File: config.mk
export PLATFORM = sky130hd
export DESIGN_NAME = input_conditioner
export DESIGN_NICKNAME = d
export VERILOG_FILES = /design/src/rtl/input_conditioner.sv
export SDC_FILE = /design/constraint.sdc
export NUM_CORES = 1
export LEC_CHECK = 0
export BUFFER_PORTS_ARGS = -buffer_cell sky130_fd_sc_hd__buf_2
export CAP_MARGIN = 20
export CORE_UTILIZATION = 57
export DETAILED_ROUTE_END_ITERATION = 10
export PLACE_DENSITY_LB_ADDON = 0.12
export SYNTH_ARGS = -nofsm -noshare
export SYNTH_HDL_FRONTEND = slang
export SYNTH_SLANG_ARGS = --single-unit
export TNS_END_PERCENT = 50
File: constraint.sdc
create_clock -name clock -period 2.34 [get_ports clock]
set_clock_uncertainty 0.2 [all_clocks]
set_input_delay 0.117 -clock clock [delete_from_list [all_inputs] [get_ports clock]]
set_output_delay 0.117 -clock clock [all_outputs]
set_load 0.05 [all_outputs]
File: src/rtl/input_conditioner.sv
// Synchronises and debounces 4 buttons and 7 switches, with optional per-button auto-repeat.
// Level and pulse outputs are registered; acceptance lands DEBOUNCE_CYCLES+2 edges after a steady input.
module input_conditioner #(
   parameter int DEBOUNCE_CYCLES = 500000,
   parameter int REPEAT_EN       = 0,
   parameter int REPEAT_DELAY    = 25000000,
   parameter int REPEAT_PERIOD   = 5000000
) (
   input  logic       clock,
   input  logic       reset,
   input  logic [3:0] buttons,
   input  logic [6:0] switches,
   output logic [3:0] btn_level,
   output logic [3:0] btn_press,
   output logic [6:0] sw_level,
   output logic [6:0] sw_change
);

   localparam int NCH = 11;
   localparam logic [19:0] CNT_MAX = 20'(DEBOUNCE_CYCLES - 1);
   localparam logic [25:0] DLY_MAX = 26'(REPEAT_DELAY - 1);
   localparam logic [25:0] PER_MAX = 26'(REPEAT_PERIOD - 1);

   typedef enum logic [1:0] {IDLE, DELAY, REPEAT} state_t;

   logic [NCH-1:0] raw;
   logic [NCH-1:0] sync1;
   logic [NCH-1:0] sync2;
   logic [NCH-1:0] level;
   logic [NCH-1:0] accept;
   logic [19:0]    stable_cnt [NCH];
   logic [3:0]     rise;
   logic [3:0]     fall;
   state_t         state [4];
   logic [25:0]    hold [4];

   assign raw       = {switches, buttons};
   assign btn_level = level[3:0];
   assign sw_level  = level[10:4];

   // A channel is accepted on the edge its counter would reach DEBOUNCE_CYCLES while still disagreeing.
   always_comb begin
      accept = '0;
      for (int i = 0; i < NCH; i++) begin
         accept[i] = (sync2[i] != level[i]) && (stable_cnt[i] == CNT_MAX);
      end
   end

   assign rise = accept[3:0] & ~level[3:0];
   assign fall = accept[3:0] & level[3:0];

   always_ff @(posedge clock) begin
      if (reset) begin
         sync1     <= '0;
         sync2     <= '0;
         level     <= '0;
         sw_change <= '0;
         for (int i = 0; i < NCH; i++) begin
            stable_cnt[i] <= '0;
         end
      end else begin
         sync1     <= raw;
         sync2     <= sync1;
         sw_change <= accept[10:4];
         for (int i = 0; i < NCH; i++) begin
            if (accept[i]) begin
               level[i]      <= ~level[i];
               stable_cnt[i] <= '0;
            end else if (sync2[i] != level[i]) begin
               stable_cnt[i] <= stable_cnt[i] + 20'd1;
            end else begin
               stable_cnt[i] <= '0;
            end
         end
      end
   end

   // Release always wins over a repeat that would fire on the same edge.
   always_ff @(posedge clock) begin
      if (reset) begin
         btn_press <= '0;
         for (int i = 0; i < 4; i++) begin
            state[i] <= IDLE;
            hold[i]  <= '0;
         end
      end else begin
         for (int i = 0; i < 4; i++) begin
            btn_press[i] <= 1'b0;
            case (state[i])
               IDLE: begin
                  hold[i] <= '0;
                  if (rise[i]) begin
                     btn_press[i] <= 1'b1;
                     if (REPEAT_EN != 0) begin
                        state[i] <= DELAY;
                     end
                  end
               end
               DELAY: begin
                  if (fall[i]) begin
                     state[i] <= IDLE;
                     hold[i]  <= '0;
                  end else if (hold[i] == DLY_MAX) begin
                     btn_press[i] <= 1'b1;
                     hold[i]      <= '0;
                     state[i]     <= REPEAT;
                  end else begin
                     hold[i] <= hold[i] + 26'd1;
                  end
               end
               REPEAT: begin
                  if (fall[i]) begin
                     state[i] <= IDLE;
                     hold[i]  <= '0;
                  end else if (hold[i] == PER_MAX) begin
                     btn_press[i] <= 1'b1;
                     hold[i]      <= '0;
                  end else begin
                     hold[i] <= hold[i] + 26'd1;
                  end
               end
               default: begin
                  state[i] <= IDLE;
                  hold[i]  <= '0;
               end
            endcase
         end
      end
   end

endmodule

==> tab_implementation.tex <==
\begin{tabular}{lr}
\hline
Metric & Value \\
\hline
\multicolumn{2}{l}{\textbf{Pwr}} \\
\quad Leakage & 5.860 nW \\
\quad Pwr Density & 627.3 nW/um\^{}2 \\
\quad Post-layout power & 10.23 mW \\
\quad Worst vdd rail ir drop & 0.5050 mV \\
\multicolumn{2}{l}{\textbf{Global route}} \\
\quad Initial antenna violation count & 0 \\
\quad Maximum number of pins on one net before global-route repair & 29 \\
\quad Wire length of the first global-routing pass & 43.68 mm \\
\quad Overflow left after global routing & 0 \\
\quad Number of global-route vias before repair & 9863 \\
\quad Global-route usage over all layers & 21.54\% \\
\multicolumn{2}{l}{\textbf{Timing}} \\
\quad Tmin final & 2.418 ns \\
\quad Count of pins over their slew limit & 0 \\
\quad Worst slack on hold paths & 0.1145 ns \\
\quad Maximum clock frequency & 413.6 MHz \\
\quad Minimum setup slack in the final design & -0.07761 ns \\
\quad RSZ-0062 raised after global routing & yes \\
\quad Final worst-path cycle share & 103.3\% \\
\quad Endpoints failing hold & 0 \\
\quad Number of failing setup endpoints in the final timing report & 19 \\
\multicolumn{2}{l}{\textbf{Setup path}} \\
\quad Critical path fanouts, max & 8 \\
\quad Kind of launch point of the worst setup path & register \\
\quad Setup slack of the worst register-to-register path & -0.08 ns \\
\quad Worst reg2reg path startpoint & stable\_cnt[1][5] \\
\quad Endpoint class of the critical path & register \\
\quad Critical Path AT & 2.51 ns \\
\quad Worst EP required & 2.44 ns \\
\quad Start-to-end type of the worst setup path & reg -> reg \\
\quad Setup crit start & stable\_cnt[1][5] \\
\multicolumn{2}{l}{\textbf{Routing}} \\
\quad Ratio of routed vias to standard cells & 5.208 \\
\quad First-iteration detailed-routing DRC count & 574 \\
\quad Number of search-and-repair iterations in the first detailed-routing pass & 5 \\
\quad Routed Antenna Nets & 0 \\
\quad Number of vias in the routed layout & 10.06k \\
\quad Detail-routed net length per standard cell & 12.98 um \\
\quad Total wire length & 25.08 mm \\
\quad DRC violation count after routing & 0 \\
\multicolumn{2}{l}{\textbf{Logic synthesis}} \\
\quad Post-synthesis register bit count & 264 \\
\quad Number of distinct library cells after synthesis & 44 \\
\quad EDFF count, synth & 220 \\
\quad Top post-synthesis cells by area & edfxtp\_1, dfxtp\_1, xor2\_1, nor2\_1, xnor2\_1 \\
\quad Cell taking the most area after synthesis & edfxtp\_1 \\
\quad Share of synthesized area occupied by flip-flops and latches & 55.78\% \\
\quad Mean area per synthesized cell & 10.59 um\^{}2 \\
\quad Cell area after synthesis & 13420 um\^{}2 \\
\quad Post-synth top area share & 49.22\% \\
\quad Async set-reset flop share out of synthesis & 0\% \\
\quad Ys Warns & 0 \\
\quad Post-synth top flop & edfxtp\_1 \\
\quad Synthesized instance count & 1267 \\
\multicolumn{2}{l}{\textbf{Outcome}} \\
\quad Violated checks & setup timing \\
\quad Result of the run & finished, violations left \\
\multicolumn{2}{l}{\textbf{Floorplan}} \\
\quad Core box area & 22850 um\^{}2 \\
\quad Initial cell density of the core & 58.75\% \\
\quad Die Width & 155.5 um \\
\quad Total number of placement rows & 55 \\
\quad Die Height & 155.5 um \\
\quad Num ports & 35 \\
\quad Die area & 24170 um\^{}2 \\
\multicolumn{2}{l}{\textbf{Flow run}} \\
\quad Number of maximum-capacitance violations & 0 \\
\multicolumn{2}{l}{\textbf{Final layout}} \\
\quad Share of final-layout standard cells stronger than drive strength 1 & 10.38\% \\
\quad Commonest non-fill, non-tap cells in the layout & edfxtp\_1, conb\_1, nor2\_1 \\
\quad Antenna diode count & 0 \\
\quad Footprint of the flip-flops and latches & 7487 um\^{}2 \\
\quad Number of nets in the layout & 1620 \\
\quad Total of fill cells in the finished design & 1777 \\
\quad Layout-stage area growth over the synthesis result & 21.55\% \\
\quad Area taken by multi-input logic gates & 6500 um\^{}2 \\
\multicolumn{2}{l}{\textbf{Clock network}} \\
\quad Number of sinks handled by clock tree synthesis & 264 \\
\quad Longest Clk Path Bufs & 3 \\
\quad Clk pin slew, worst setup/hold paths & 0.06 ns \\
\quad Number of H-tree levels & 1 \\
\quad Root buffer cell & clkbuf\_16 \\
\quad Worst skew pair latency & 0.55 ns \\
\quad Clock tree from TritonCTS & done \\
\quad Number of buffers created by CTS & 29 \\
\multicolumn{2}{l}{\textbf{Worst hold path}} \\
\quad Hold crit path type & in -> reg \\
\quad Min-Delay Startpoint & switches[6] \\
\multicolumn{2}{l}{\textbf{Place}} \\
\quad Weighted congestion reported at the end of routability-driven placement & 0.8509 \\
\quad Number of port buffers & 34 \\
\quad Placed wire-length estimate & 17.49 mm \\
\hline
\end{tabular}
-- what timing repair did --
action / in CTS / in global routing
hold endpoints to repair: 31 / 0
resized for setup: 6 / 14
pin swaps: 3 / 5
gates cloned: 0 / 1
setup endpoints to repair: 15 / 59
buffers inserted: 0 / 0
hold buffers: 21 / 0
-- where the power goes --
group,leakage (nW),total (mW),switching (mW),internal (mW)
registers,2.63,5.45,0.179,5.27
clock network,0.457,4.32,1.81,2.51
logic,2.77,0.466,0.260,0.205
total,5.86,10.2,2.25,7.99
-- layout make-up --
type | count | area share, %
multi-input cells | 1144 | 39.84
flip-flops and latches | 264 | 45.89
clock inverters | 16 | 0.6902
repair buffers | 119 | 5.406
well taps | 313 | 2.400
inverters | 38 | 0.8742
clock buffers | 38 | 4.900
-- critical path: stages (launching register included) --
cell and delay (ns):
edfxtp_1 0.41, or4b_4 0.54, or4_4 0.58, o21ai_4 0.21, buf_6 0.18, nor2_2 0.04
-- flip-flops by register name, indices dropped and copies added (netlist names) --
signal / count
sw_change: 7
btn_press: 4
stable_cnt: 220
sync2: 11
sync1: 11
level: 11
-- routing by layer --
layer | up-vias | global-route usage [%] | share of wire [%]
li1 | 5173 | - | -
met1 | 4693 | 28.05 | 46
met2 | 154 | 37.88 | 49
met3 | 42 | 2.981 | 3.4
met4 | 0 | 5.415 | 1.9
met5 | - | 0 | 0
-- Yosys cell counts, types with 2 or more instances --
master      n
nand2_1    54
nor4_1     23
and2_1     13
or3b_2      2
or3_1      49
a21oi_1    74
buf_2       6
nor2_1    171
or4_1      31
nor4bb_1    4
o31ai_1    25
o21ai_1     3
edfxtp_1  220
clkbuf_1   30
ha_1       11
nor3_1     17
nand4_1    77
xnor2_1    59
nor4b_1    11
and3_1     23
nand2b_1    8
or4b_1      2
nand3_1    69
xor2_1     86
nor2b_1    23
dfxtp_1    44
o21ai_0    51
and4_1     28
inv_1      38
-- kinds of logic (layout without fill, tap and decap cells) --
family,Yosys count,in the layout,synth area share (%)
compound gates,158,158,6.544
simple gates,609,609,24.71
buf+inv,78,211,2.377
xor+xnor,145,145,9.461
flops,264,264,55.78
mux,1,1,0.07457
other cells,1,220,0.02794
fa+ha+maj,11,11,1.025
-- through the flow --
stage	utilization (%)	TNS (ns)	setup slack [ns]	std cells	area, um^2
final	71.41	-1.145	-0.07761	1932	16320
after global routing	71.41	-2.488	-0.1429	1932	16320
after CTS	71.15	-0.08260	-0.01429	1931	16260
after detailed placement	66.16	-0.02395	-0.01177	1856	15120
after global placement	66.16	0	0.04051	1856	15120
after floorplan	-	-0.3682	-0.03616	1486	14250
-- final timing paths --
kind | to | cells after the start
setup / recovery | stable_cnt[1][8] | 5
hold / removal | sync1[10] | 3
setup reg to reg | stable_cnt[1][8] | 5
hold reg to reg | sync2[6] | 1
Note: power is estimated with default switching activity, not from simulation.
